`config.mk`:
```
export PLATFORM = sky130hd
export DESIGN_NAME = native2axil_bridge_flat
export DESIGN_NICKNAME = d
export VERILOG_FILES = /design/src/rtl/native2axil_bridge_if.sv /design/src/rtl/native2axil_bridge.sv /design/src/flat_wrapper.sv
export SDC_FILE = /design/constraint.sdc
export NUM_CORES = 1
export LEC_CHECK = 0
export BUFFER_PORTS_ARGS = -buffer_cell sky130_fd_sc_hd__buf_2
export CORE_ASPECT_RATIO = 1.25
export CORE_MARGIN = 4
export CORE_UTILIZATION = 39
export DETAILED_ROUTE_END_ITERATION = 8
export GPL_ROUTABILITY_DRIVEN = 1
export PLACE_DENSITY_LB_ADDON = 0.15
export REMOVE_ABC_BUFFERS = 1
export SLEW_MARGIN = 0
export SYNTH_ARGS = -nofsm -noshare
export SYNTH_HDL_FRONTEND = slang
export SYNTH_SLANG_ARGS = --single-unit
```
`constraint.sdc`:
```
create_clock -name clk -period 1.3 [get_ports clk]
set_input_delay 0.065 -clock clk [delete_from_list [all_inputs] [get_ports clk]]
set_output_delay 0.065 -clock clk [all_outputs]
set_load 0.005 [all_outputs]
```
`src/rtl/native2axil_bridge_if.sv`:
```
// Native request/response port plus AXI4-lite master channels of the bridge.
// master = bridge side, slave = CPU/DMA plus interconnect side.
interface native2axil_bridge_if #(
  parameter int DATA_WIDTH = 32,
  parameter int ADDR_WIDTH = 32
);
  localparam int STRB_WIDTH = DATA_WIDTH / 8;

  logic                  native_valid;
  logic                  native_instr;
  logic [ADDR_WIDTH-1:0] native_addr;
  logic [DATA_WIDTH-1:0] native_wdata;
  logic [STRB_WIDTH-1:0] native_wstrb;
  logic                  native_ready;
  logic [DATA_WIDTH-1:0] native_rdata;
  logic                  native_err;

  logic                  m_axi_awvalid;
  logic                  m_axi_awready;
  logic [ADDR_WIDTH-1:0] m_axi_awaddr;
  logic [2:0]            m_axi_awprot;
  logic                  m_axi_wvalid;
  logic                  m_axi_wready;
  logic [DATA_WIDTH-1:0] m_axi_wdata;
  logic [STRB_WIDTH-1:0] m_axi_wstrb;
  logic                  m_axi_bvalid;
  logic                  m_axi_bready;
  logic [1:0]            m_axi_bresp;
  logic                  m_axi_arvalid;
  logic                  m_axi_arready;
  logic [ADDR_WIDTH-1:0] m_axi_araddr;
  logic [2:0]            m_axi_arprot;
  logic                  m_axi_rvalid;
  logic                  m_axi_rready;
  logic [DATA_WIDTH-1:0] m_axi_rdata;
  logic [1:0]            m_axi_rresp;

  modport master (
    input  native_valid, native_instr, native_addr, native_wdata, native_wstrb,
    output native_ready, native_rdata, native_err,
    output m_axi_awvalid, m_axi_awaddr, m_axi_awprot,
    input  m_axi_awready,
    output m_axi_wvalid, m_axi_wdata, m_axi_wstrb,
    input  m_axi_wready,
    input  m_axi_bvalid, m_axi_bresp,
    output m_axi_bready,
    output m_axi_arvalid, m_axi_araddr, m_axi_arprot,
    input  m_axi_arready,
    input  m_axi_rvalid, m_axi_rdata, m_axi_rresp,
    output m_axi_rready
  );

  modport slave (
    output native_valid, native_instr, native_addr, native_wdata, native_wstrb,
    input  native_ready, native_rdata, native_err,
    input  m_axi_awvalid, m_axi_awaddr, m_axi_awprot,
    output m_axi_awready,
    input  m_axi_wvalid, m_axi_wdata, m_axi_wstrb,
    output m_axi_wready,
    output m_axi_bvalid, m_axi_bresp,
    input  m_axi_bready,
    input  m_axi_arvalid, m_axi_araddr, m_axi_arprot,
    output m_axi_arready,
    output m_axi_rvalid, m_axi_rdata, m_axi_rresp,
    input  m_axi_rready
  );
endinterface

```
`src/rtl/native2axil_bridge.sv`:
```
// Registered native-to-AXI4-lite bridge, one outstanding request, >=4 cycles/request.
// Define NATIVE2AXIL_TIMEOUT_EN to abort AXI transfers stuck for 2**TIMEOUT_W-1 cycles.
module native2axil_bridge #(
  parameter int DATA_WIDTH = 32,
  parameter int ADDR_WIDTH = 32,
  parameter int STRB_WIDTH = DATA_WIDTH / 8,
  parameter int TIMEOUT_W  = 8
) (
  input logic                 clk,
  input logic                 rst,
  native2axil_bridge_if.master bus
);
  typedef enum logic [2:0] {IDLE, WR, WR_RESP, RD, RD_RESP, DONE} state_t;

  state_t                state_q, state_d;
  logic                  aw_done_q, aw_done_d;
  logic                  w_done_q, w_done_d;
  logic [ADDR_WIDTH-1:0] addr_q, addr_d;
  logic [DATA_WIDTH-1:0] wdata_q, wdata_d;
  logic [STRB_WIDTH-1:0] wstrb_q, wstrb_d;
  logic                  instr_q, instr_d;
  logic [DATA_WIDTH-1:0] rdata_q, rdata_d;
  logic                  err_q, err_d;
  logic                  timeout;

`ifdef NATIVE2AXIL_TIMEOUT_EN
  // Fires in the last allowed busy cycle, so the request spends 2**TIMEOUT_W-1 cycles on AXI.
  localparam logic [TIMEOUT_W-1:0] TMO_LAST = {{(TIMEOUT_W-1){1'b1}}, 1'b0};
  logic [TIMEOUT_W-1:0] tmo_cnt_q, tmo_cnt_d;
  logic                 busy;

  assign busy = (state_q == WR) || (state_q == WR_RESP) ||
                (state_q == RD) || (state_q == RD_RESP);

  always_comb begin
    tmo_cnt_d = tmo_cnt_q;
    if (state_q == IDLE) tmo_cnt_d = '0;
    else if (busy)       tmo_cnt_d = tmo_cnt_q + 1'b1;
  end

  always_ff @(posedge clk) begin
    if (rst) tmo_cnt_q <= '0;
    else     tmo_cnt_q <= tmo_cnt_d;
  end

  assign timeout = busy && (tmo_cnt_q == TMO_LAST);
`else
  assign timeout = 1'b0;
`endif

  always_ff @(posedge clk) begin
    if (rst) begin
      state_q   <= IDLE;
      aw_done_q <= 1'b0;
      w_done_q  <= 1'b0;
      addr_q    <= '0;
      wdata_q   <= '0;
      wstrb_q   <= '0;
      instr_q   <= 1'b0;
      rdata_q   <= '0;
      err_q     <= 1'b0;
    end else begin
      state_q   <= state_d;
      aw_done_q <= aw_done_d;
      w_done_q  <= w_done_d;
      addr_q    <= addr_d;
      wdata_q   <= wdata_d;
      wstrb_q   <= wstrb_d;
      instr_q   <= instr_d;
      rdata_q   <= rdata_d;
      err_q     <= err_d;
    end
  end

  always_comb begin
    state_d   = state_q;
    aw_done_d = aw_done_q;
    w_done_d  = w_done_q;
    addr_d    = addr_q;
    wdata_d   = wdata_q;
    wstrb_d   = wstrb_q;
    instr_d   = instr_q;
    rdata_d   = rdata_q;
    err_d     = err_q;
    case (state_q)
      IDLE: begin
        if (bus.native_valid) begin
          addr_d    = bus.native_addr;
          wdata_d   = bus.native_wdata;
          wstrb_d   = bus.native_wstrb;
          instr_d   = bus.native_instr;
          err_d     = 1'b0;
          aw_done_d = 1'b0;
          w_done_d  = 1'b0;
          state_d   = (|bus.native_wstrb) ? WR : RD;
        end
      end
      WR: begin
        aw_done_d = aw_done_q | bus.m_axi_awready;
        w_done_d  = w_done_q | bus.m_axi_wready;
        // No B response can be pending yet, so a timeout here always aborts.
        if (timeout) begin
          state_d = DONE;
          err_d   = 1'b1;
        end else if (aw_done_d && w_done_d) begin
          state_d = WR_RESP;
        end
      end
      WR_RESP: begin
        if (bus.m_axi_bvalid) begin
          state_d = DONE;
          err_d   = bus.m_axi_bresp[1];
        end else if (timeout) begin
          state_d = DONE;
          err_d   = 1'b1;
        end
      end
      RD: begin
        if (timeout) begin
          state_d = DONE;
          err_d   = 1'b1;
          rdata_d = '0;
        end else if (bus.m_axi_arready) begin
          state_d = RD_RESP;
        end
      end
      RD_RESP: begin
        if (bus.m_axi_rvalid) begin
          state_d = DONE;
          rdata_d = bus.m_axi_rdata;
          err_d   = bus.m_axi_rresp[1];
        end else if (timeout) begin
          state_d = DONE;
          err_d   = 1'b1;
          rdata_d = '0;
        end
      end
      DONE:    state_d = IDLE;
      default: state_d = IDLE;
    endcase
  end

  always_comb begin
    bus.m_axi_awvalid = (state_q == WR) && !aw_done_q;
    bus.m_axi_wvalid  = (state_q == WR) && !w_done_q;
    bus.m_axi_bready  = (state_q == WR_RESP);
    bus.m_axi_arvalid = (state_q == RD);
    bus.m_axi_rready  = (state_q == RD_RESP);
    bus.native_ready  = (state_q == DONE);
  end

  assign bus.m_axi_awaddr = addr_q;
  assign bus.m_axi_awprot = 3'b000;
  assign bus.m_axi_wdata  = wdata_q;
  assign bus.m_axi_wstrb  = wstrb_q;
  assign bus.m_axi_araddr = addr_q;
  assign bus.m_axi_arprot = instr_q ? 3'b100 : 3'b000;
  assign bus.native_rdata = rdata_q;
  assign bus.native_err   = err_q;
endmodule

```
`src/flat_wrapper.sv`:
```
// flat-port wrapper written by rule: the top's interface ports become plain ports
module native2axil_bridge_flat 
#(
  parameter int DATA_WIDTH = 32,
  parameter int ADDR_WIDTH = 32,
  parameter int STRB_WIDTH = DATA_WIDTH / 8,
  parameter int TIMEOUT_W  = 8
)
  (clk, rst, bus_native_valid, bus_native_instr, bus_native_addr, bus_native_wdata, bus_native_wstrb, bus_native_ready, bus_native_rdata, bus_native_err, bus_m_axi_awvalid, bus_m_axi_awaddr, bus_m_axi_awprot, bus_m_axi_awready, bus_m_axi_wvalid, bus_m_axi_wdata, bus_m_axi_wstrb, bus_m_axi_wready, bus_m_axi_bvalid, bus_m_axi_bresp, bus_m_axi_bready, bus_m_axi_arvalid, bus_m_axi_araddr, bus_m_axi_arprot, bus_m_axi_arready, bus_m_axi_rvalid, bus_m_axi_rdata, bus_m_axi_rresp, bus_m_axi_rready);
  native2axil_bridge_if #(.DATA_WIDTH(DATA_WIDTH), .ADDR_WIDTH(ADDR_WIDTH)) bus_i ();
  input logic clk;
  input logic rst;
  input wire logic [$bits(bus_i.native_valid)-1:0] bus_native_valid;
  input wire logic [$bits(bus_i.native_instr)-1:0] bus_native_instr;
  input wire logic [$bits(bus_i.native_addr)-1:0] bus_native_addr;
  input wire logic [$bits(bus_i.native_wdata)-1:0] bus_native_wdata;
  input wire logic [$bits(bus_i.native_wstrb)-1:0] bus_native_wstrb;
  output wire logic [$bits(bus_i.native_ready)-1:0] bus_native_ready;
  output wire logic [$bits(bus_i.native_rdata)-1:0] bus_native_rdata;
  output wire logic [$bits(bus_i.native_err)-1:0] bus_native_err;
  output wire logic [$bits(bus_i.m_axi_awvalid)-1:0] bus_m_axi_awvalid;
  output wire logic [$bits(bus_i.m_axi_awaddr)-1:0] bus_m_axi_awaddr;
  output wire logic [$bits(bus_i.m_axi_awprot)-1:0] bus_m_axi_awprot;
  input wire logic [$bits(bus_i.m_axi_awready)-1:0] bus_m_axi_awready;
  output wire logic [$bits(bus_i.m_axi_wvalid)-1:0] bus_m_axi_wvalid;
  output wire logic [$bits(bus_i.m_axi_wdata)-1:0] bus_m_axi_wdata;
  output wire logic [$bits(bus_i.m_axi_wstrb)-1:0] bus_m_axi_wstrb;
  input wire logic [$bits(bus_i.m_axi_wready)-1:0] bus_m_axi_wready;
  input wire logic [$bits(bus_i.m_axi_bvalid)-1:0] bus_m_axi_bvalid;
  input wire logic [$bits(bus_i.m_axi_bresp)-1:0] bus_m_axi_bresp;
  output wire logic [$bits(bus_i.m_axi_bready)-1:0] bus_m_axi_bready;
  output wire logic [$bits(bus_i.m_axi_arvalid)-1:0] bus_m_axi_arvalid;
  output wire logic [$bits(bus_i.m_axi_araddr)-1:0] bus_m_axi_araddr;
  output wire logic [$bits(bus_i.m_axi_arprot)-1:0] bus_m_axi_arprot;
  input wire logic [$bits(bus_i.m_axi_arready)-1:0] bus_m_axi_arready;
  input wire logic [$bits(bus_i.m_axi_rvalid)-1:0] bus_m_axi_rvalid;
  input wire logic [$bits(bus_i.m_axi_rdata)-1:0] bus_m_axi_rdata;
  input wire logic [$bits(bus_i.m_axi_rresp)-1:0] bus_m_axi_rresp;
  output wire logic [$bits(bus_i.m_axi_rready)-1:0] bus_m_axi_rready;
  assign bus_i.native_valid = bus_native_valid;
  assign bus_i.native_instr = bus_native_instr;
  assign bus_i.native_addr = bus_native_addr;
  assign bus_i.native_wdata = bus_native_wdata;
  assign bus_i.native_wstrb = bus_native_wstrb;
  assign bus_native_ready = bus_i.native_ready;
  assign bus_native_rdata = bus_i.native_rdata;
  assign bus_native_err = bus_i.native_err;
  assign bus_m_axi_awvalid = bus_i.m_axi_awvalid;
  assign bus_m_axi_awaddr = bus_i.m_axi_awaddr;
  assign bus_m_axi_awprot = bus_i.m_axi_awprot;
  assign bus_i.m_axi_awready = bus_m_axi_awready;
  assign bus_m_axi_wvalid = bus_i.m_axi_wvalid;
  assign bus_m_axi_wdata = bus_i.m_axi_wdata;
  assign bus_m_axi_wstrb = bus_i.m_axi_wstrb;
  assign bus_i.m_axi_wready = bus_m_axi_wready;
  assign bus_i.m_axi_bvalid = bus_m_axi_bvalid;
  assign bus_i.m_axi_bresp = bus_m_axi_bresp;
  assign bus_m_axi_bready = bus_i.m_axi_bready;
  assign bus_m_axi_arvalid = bus_i.m_axi_arvalid;
  assign bus_m_axi_araddr = bus_i.m_axi_araddr;
  assign bus_m_axi_arprot = bus_i.m_axi_arprot;
  assign bus_i.m_axi_arready = bus_m_axi_arready;
  assign bus_i.m_axi_rvalid = bus_m_axi_rvalid;
  assign bus_i.m_axi_rdata = bus_m_axi_rdata;
  assign bus_i.m_axi_rresp = bus_m_axi_rresp;
  assign bus_m_axi_rready = bus_i.m_axi_rready;
  native2axil_bridge #(.DATA_WIDTH(DATA_WIDTH), .ADDR_WIDTH(ADDR_WIDTH), .STRB_WIDTH(STRB_WIDTH), .TIMEOUT_W(TIMEOUT_W)) u_core (.clk(clk), .rst(rst), .bus(bus_i));
endmodule
```
==> flow_metrics.py <==
metrics = {
    "global_routing": {
        "overflow": 0,
        "grt_start_max_net_pins": 63,
        "grt_pass1_wl_microns": 22150,
        "antenna_found_initial": 0,
        "track_usage": 0.2265,
        "grt_pass1_vias": 4621,
    },
    "synth": {
        "synth_top_area_cell": "dfxtp_1",
        "ys_seq_area_frac": 0.5180,
        "synth_edf_count": 0,
        "ys_top_cells_by_count": "206 x nand2_1, 107 x dfxtp_1, 103 x a21oi_1",
        "yosys_warnings": 0,
        "synth_area_leaders": "dfxtp_1 52%, nand2_1 19%, a21oi_1 12%, buf_4 8.0%, clkbuf_1 2.4%",
        "yosysTopAreaCellShare": 0.5180,
        "synth.distinct_cells": 27,
        "synth.cell_area_sq_um": 4135,
        "ys_seq_elements": 107,
        "synth_most_common_cell": "nand2_1",
        "synthCells": 526,
        "synth_flop_cell": "dfxtp_1",
        "synthArstFlopShare": 0,
        "syn_area_per_cell_sq_um": 7.862,
    },
    "worst_setup_path": {
        "critPathMaxFanout": 5,
        "end_kind": "output pin",
        "path_depth": 6,
        "reg2reg_to": "u_core.bus.m_axi_araddr[6]",
        "critical-path-top-delay-family": "buffers and inverters",
        "arrival_ps": 1410,
        "path_buf_inv": 4,
        "critPathSlowestCell": "dfxtp_2",
        "crit_path_cell_trace": "buf_8 -> buf_4 -> nor2b_4 -> buf_6 -> and2_1 -> buf_2",
        "r2r_cells": 6,
        "cp-start-kind": "flop",
        "max_stage_delay_ps": 340,
        "critPathKind": "flop to output pin",
        "worstPathRequired_ps": 1240,
        "r2r-start": "u_core.state_q[1]",
        "reg2reg_slack_ps": -140,
    },
    "worst_hold_path": {
        "hold_end": "u_core.aw_done_q",
        "min_path_type": "input pin to flop",
        "min_from": "bus_m_axi_awready",
        "whs_path_depth": 3,
    },
    "clocking": {
        "cts_sinks": 107,
        "insertion_delay_ps": 340,
        "root_buffer": "clkbuf_16",
        "clk_path_buf_depth": 2,
        "cts_tree": "built",
        "numCtsBuffers": 9,
        "h-tree-depth": 3,
        "cts.clk_slew.worst_paths_ps": 70,
    },
    "place": {
        "dpl.hpwl_microns": 8610,
        "portBuffers": 250,
        "postPlaceCellArea_sq_um": 5274,
        "place_ws_ps": -168.2,
        "dp_cells": 848,
        "gp_congestion": 0.8345,
    },
    "sta": {
        "drv_slew": 0,
        "whs_ps": 23.37,
        "finalHoldViolCount": 0,
        "rsz0062_at_grt": "true",
        "relSlewSlack": 0.5956,
        "setup_ws_ps": -171.7,
        "tightestPinTransition_ps": 606.6,
        "final.period_utilization": 1.132,
        "finalClockSkew_ps": 5.112,
        "max_freq_mhz": 679.5,
        "setup_viol_count_final": 109,
        "finalSetupTns_ps": -9503,
        "fin_crit_ps": 1472,
    },
    "floorplanning": {
        "initial_core_util": 0.4051,
        "core.rowCount": 41,
        "core_area_sq_um": 10210,
        "die_area_sq_um": 12320,
        "fp.dieH_microns": 123.1,
        "die_w_microns": 100.1,
        "io_pins": 258,
    },
    "route": {
        "vias": 4844,
        "first_pass_iters": 4,
        "first_iter_violations": 187,
        "avgViaCountPerCell": 4.913,
        "antenna_left": 0,
        "post_drt_wl_per_cell_microns": 16.49,
        "drcViolationCount": 0,
        "routed_wl_microns": 16260,
    },
    "pwr": {
        "vdd_ir_drop_max_v": 0.0007649,
        "p_total_mw": 9.020,
        "p_leak_nw": 3.493,
        "pwr_density_cell_nw_per_um2": 1216,
    },
    "layout": {
        "area_growth_syn_to_layout_pct": 79.43,
        "finalInstanceArea_sq_um": 7420,
        "stdcell_count": 986,
        "finalCoreUtilization": 0.7268,
        "finalNetCount": 965,
        "diodes": 0,
        "drive_above_1_share": 0.4586,
        "num-fill-cells": 738,
    },
    "run_status": {
        "run_status": "finished with violations",
        "violations": "setup timing",
    },
    "run": {
        "drv_cap": 0,
    },
}
## state kept, by name, summed over array words and instances (netlist names)
| signal | flops |
|---|---|
| u_core.bus.m_axi_araddr | 32 |
| u_core.bus.m_axi_wdata | 32 |
| u_core.instr_q | 1 |
| u_core.bus.native_rdata | 32 |
| u_core.state_q | 3 |
| u_core.bus.m_axi_wstrb | 4 |
| u_core.aw_done_q | 1 |
| u_core.w_done_q | 1 |
| u_core.bus.native_err | 1 |
## layer usage
metal	track usage	part of all wire	wire length, microns
met3	0.04458	0.070	1137
met2	0.4357	0.55	8953
met4	0.1087	0.026	416
met1	0.2315	0.35	5755
met5	0	0	0
## cells in the final DEF, fill, tap and decap left out, drive strengths merged, types with 3 or more instances in the layout
cell,n
buf,277
nand2,206
dfxtp,107
a21oi,103
dlygate4sd3,102
clkbuf,19
nor2,7
conb,5
and2,3
## report_power, final
group,switching (mW),internal [mW],total [mW],leakage (nW)
sequential,0.164,3.52,3.69,0.875
clock,1.17,1.79,2.96,0.159
combinational,1.16,1.21,2.37,2.46
## final cells by class
class | count | area [sq um] | share of cell area
multi-input combinational | 346 | 1951 | 0.2629
clock inverter | 4 | 72.57 | 0.009781
inverter | 2 | 7.507 | 0.001012
sequential | 107 | 2151 | 0.2899
tap | 129 | 161.4 | 0.02175
timing repair buffer | 386 | 2820 | 0.3801
clock buffer | 12 | 256.5 | 0.03457
## worst register-to-register path: stages (launching register included)
cell	delay, ps
dfxtp_2	340
buf_8	140
nor4b_4	310
buf_6	200
clkbuf_16	200
nand2_1	70
a21oi_1	110
## cell families after synthesis
group	synth area share
AO/OA/AOI/OAI	0.1434
buffers and inverters	0.1129
flip-flops	0.5180
multiplexers	0.006353
other	0.0009068
AND/OR/NAND/NOR	0.2185
## repair_timing
action                                 CTS  global route
buffers inserted                         5             3
pin swaps                                4            40
hold buffers                           102             0
cloned                                   4             8
setup endpoints to repair              111           109
endpoints found under the hold margin  106             0
resized for setup                       32            97
## how the worst max path moves through the flow
stage / startpoint / endpoint / slack (ps)
global route: u_core.state_q[1] / u_core.bus.m_axi_araddr[25] / -220
CTS: u_core.state_q[1] / bus_native_ready / -110
floorplan: u_core.state_q[1] / u_core.aw_done_q / -1210
detailed placement: u_core.state_q[1] / u_core.bus.m_axi_wdata[18] / -170
finish: u_core.state_q[1] / bus_native_ready / -170
global placement: u_core.state_q[1] / u_core.bus.m_axi_wdata[30] / -100
No activity file was read; power rests on OpenSTA's default activity.
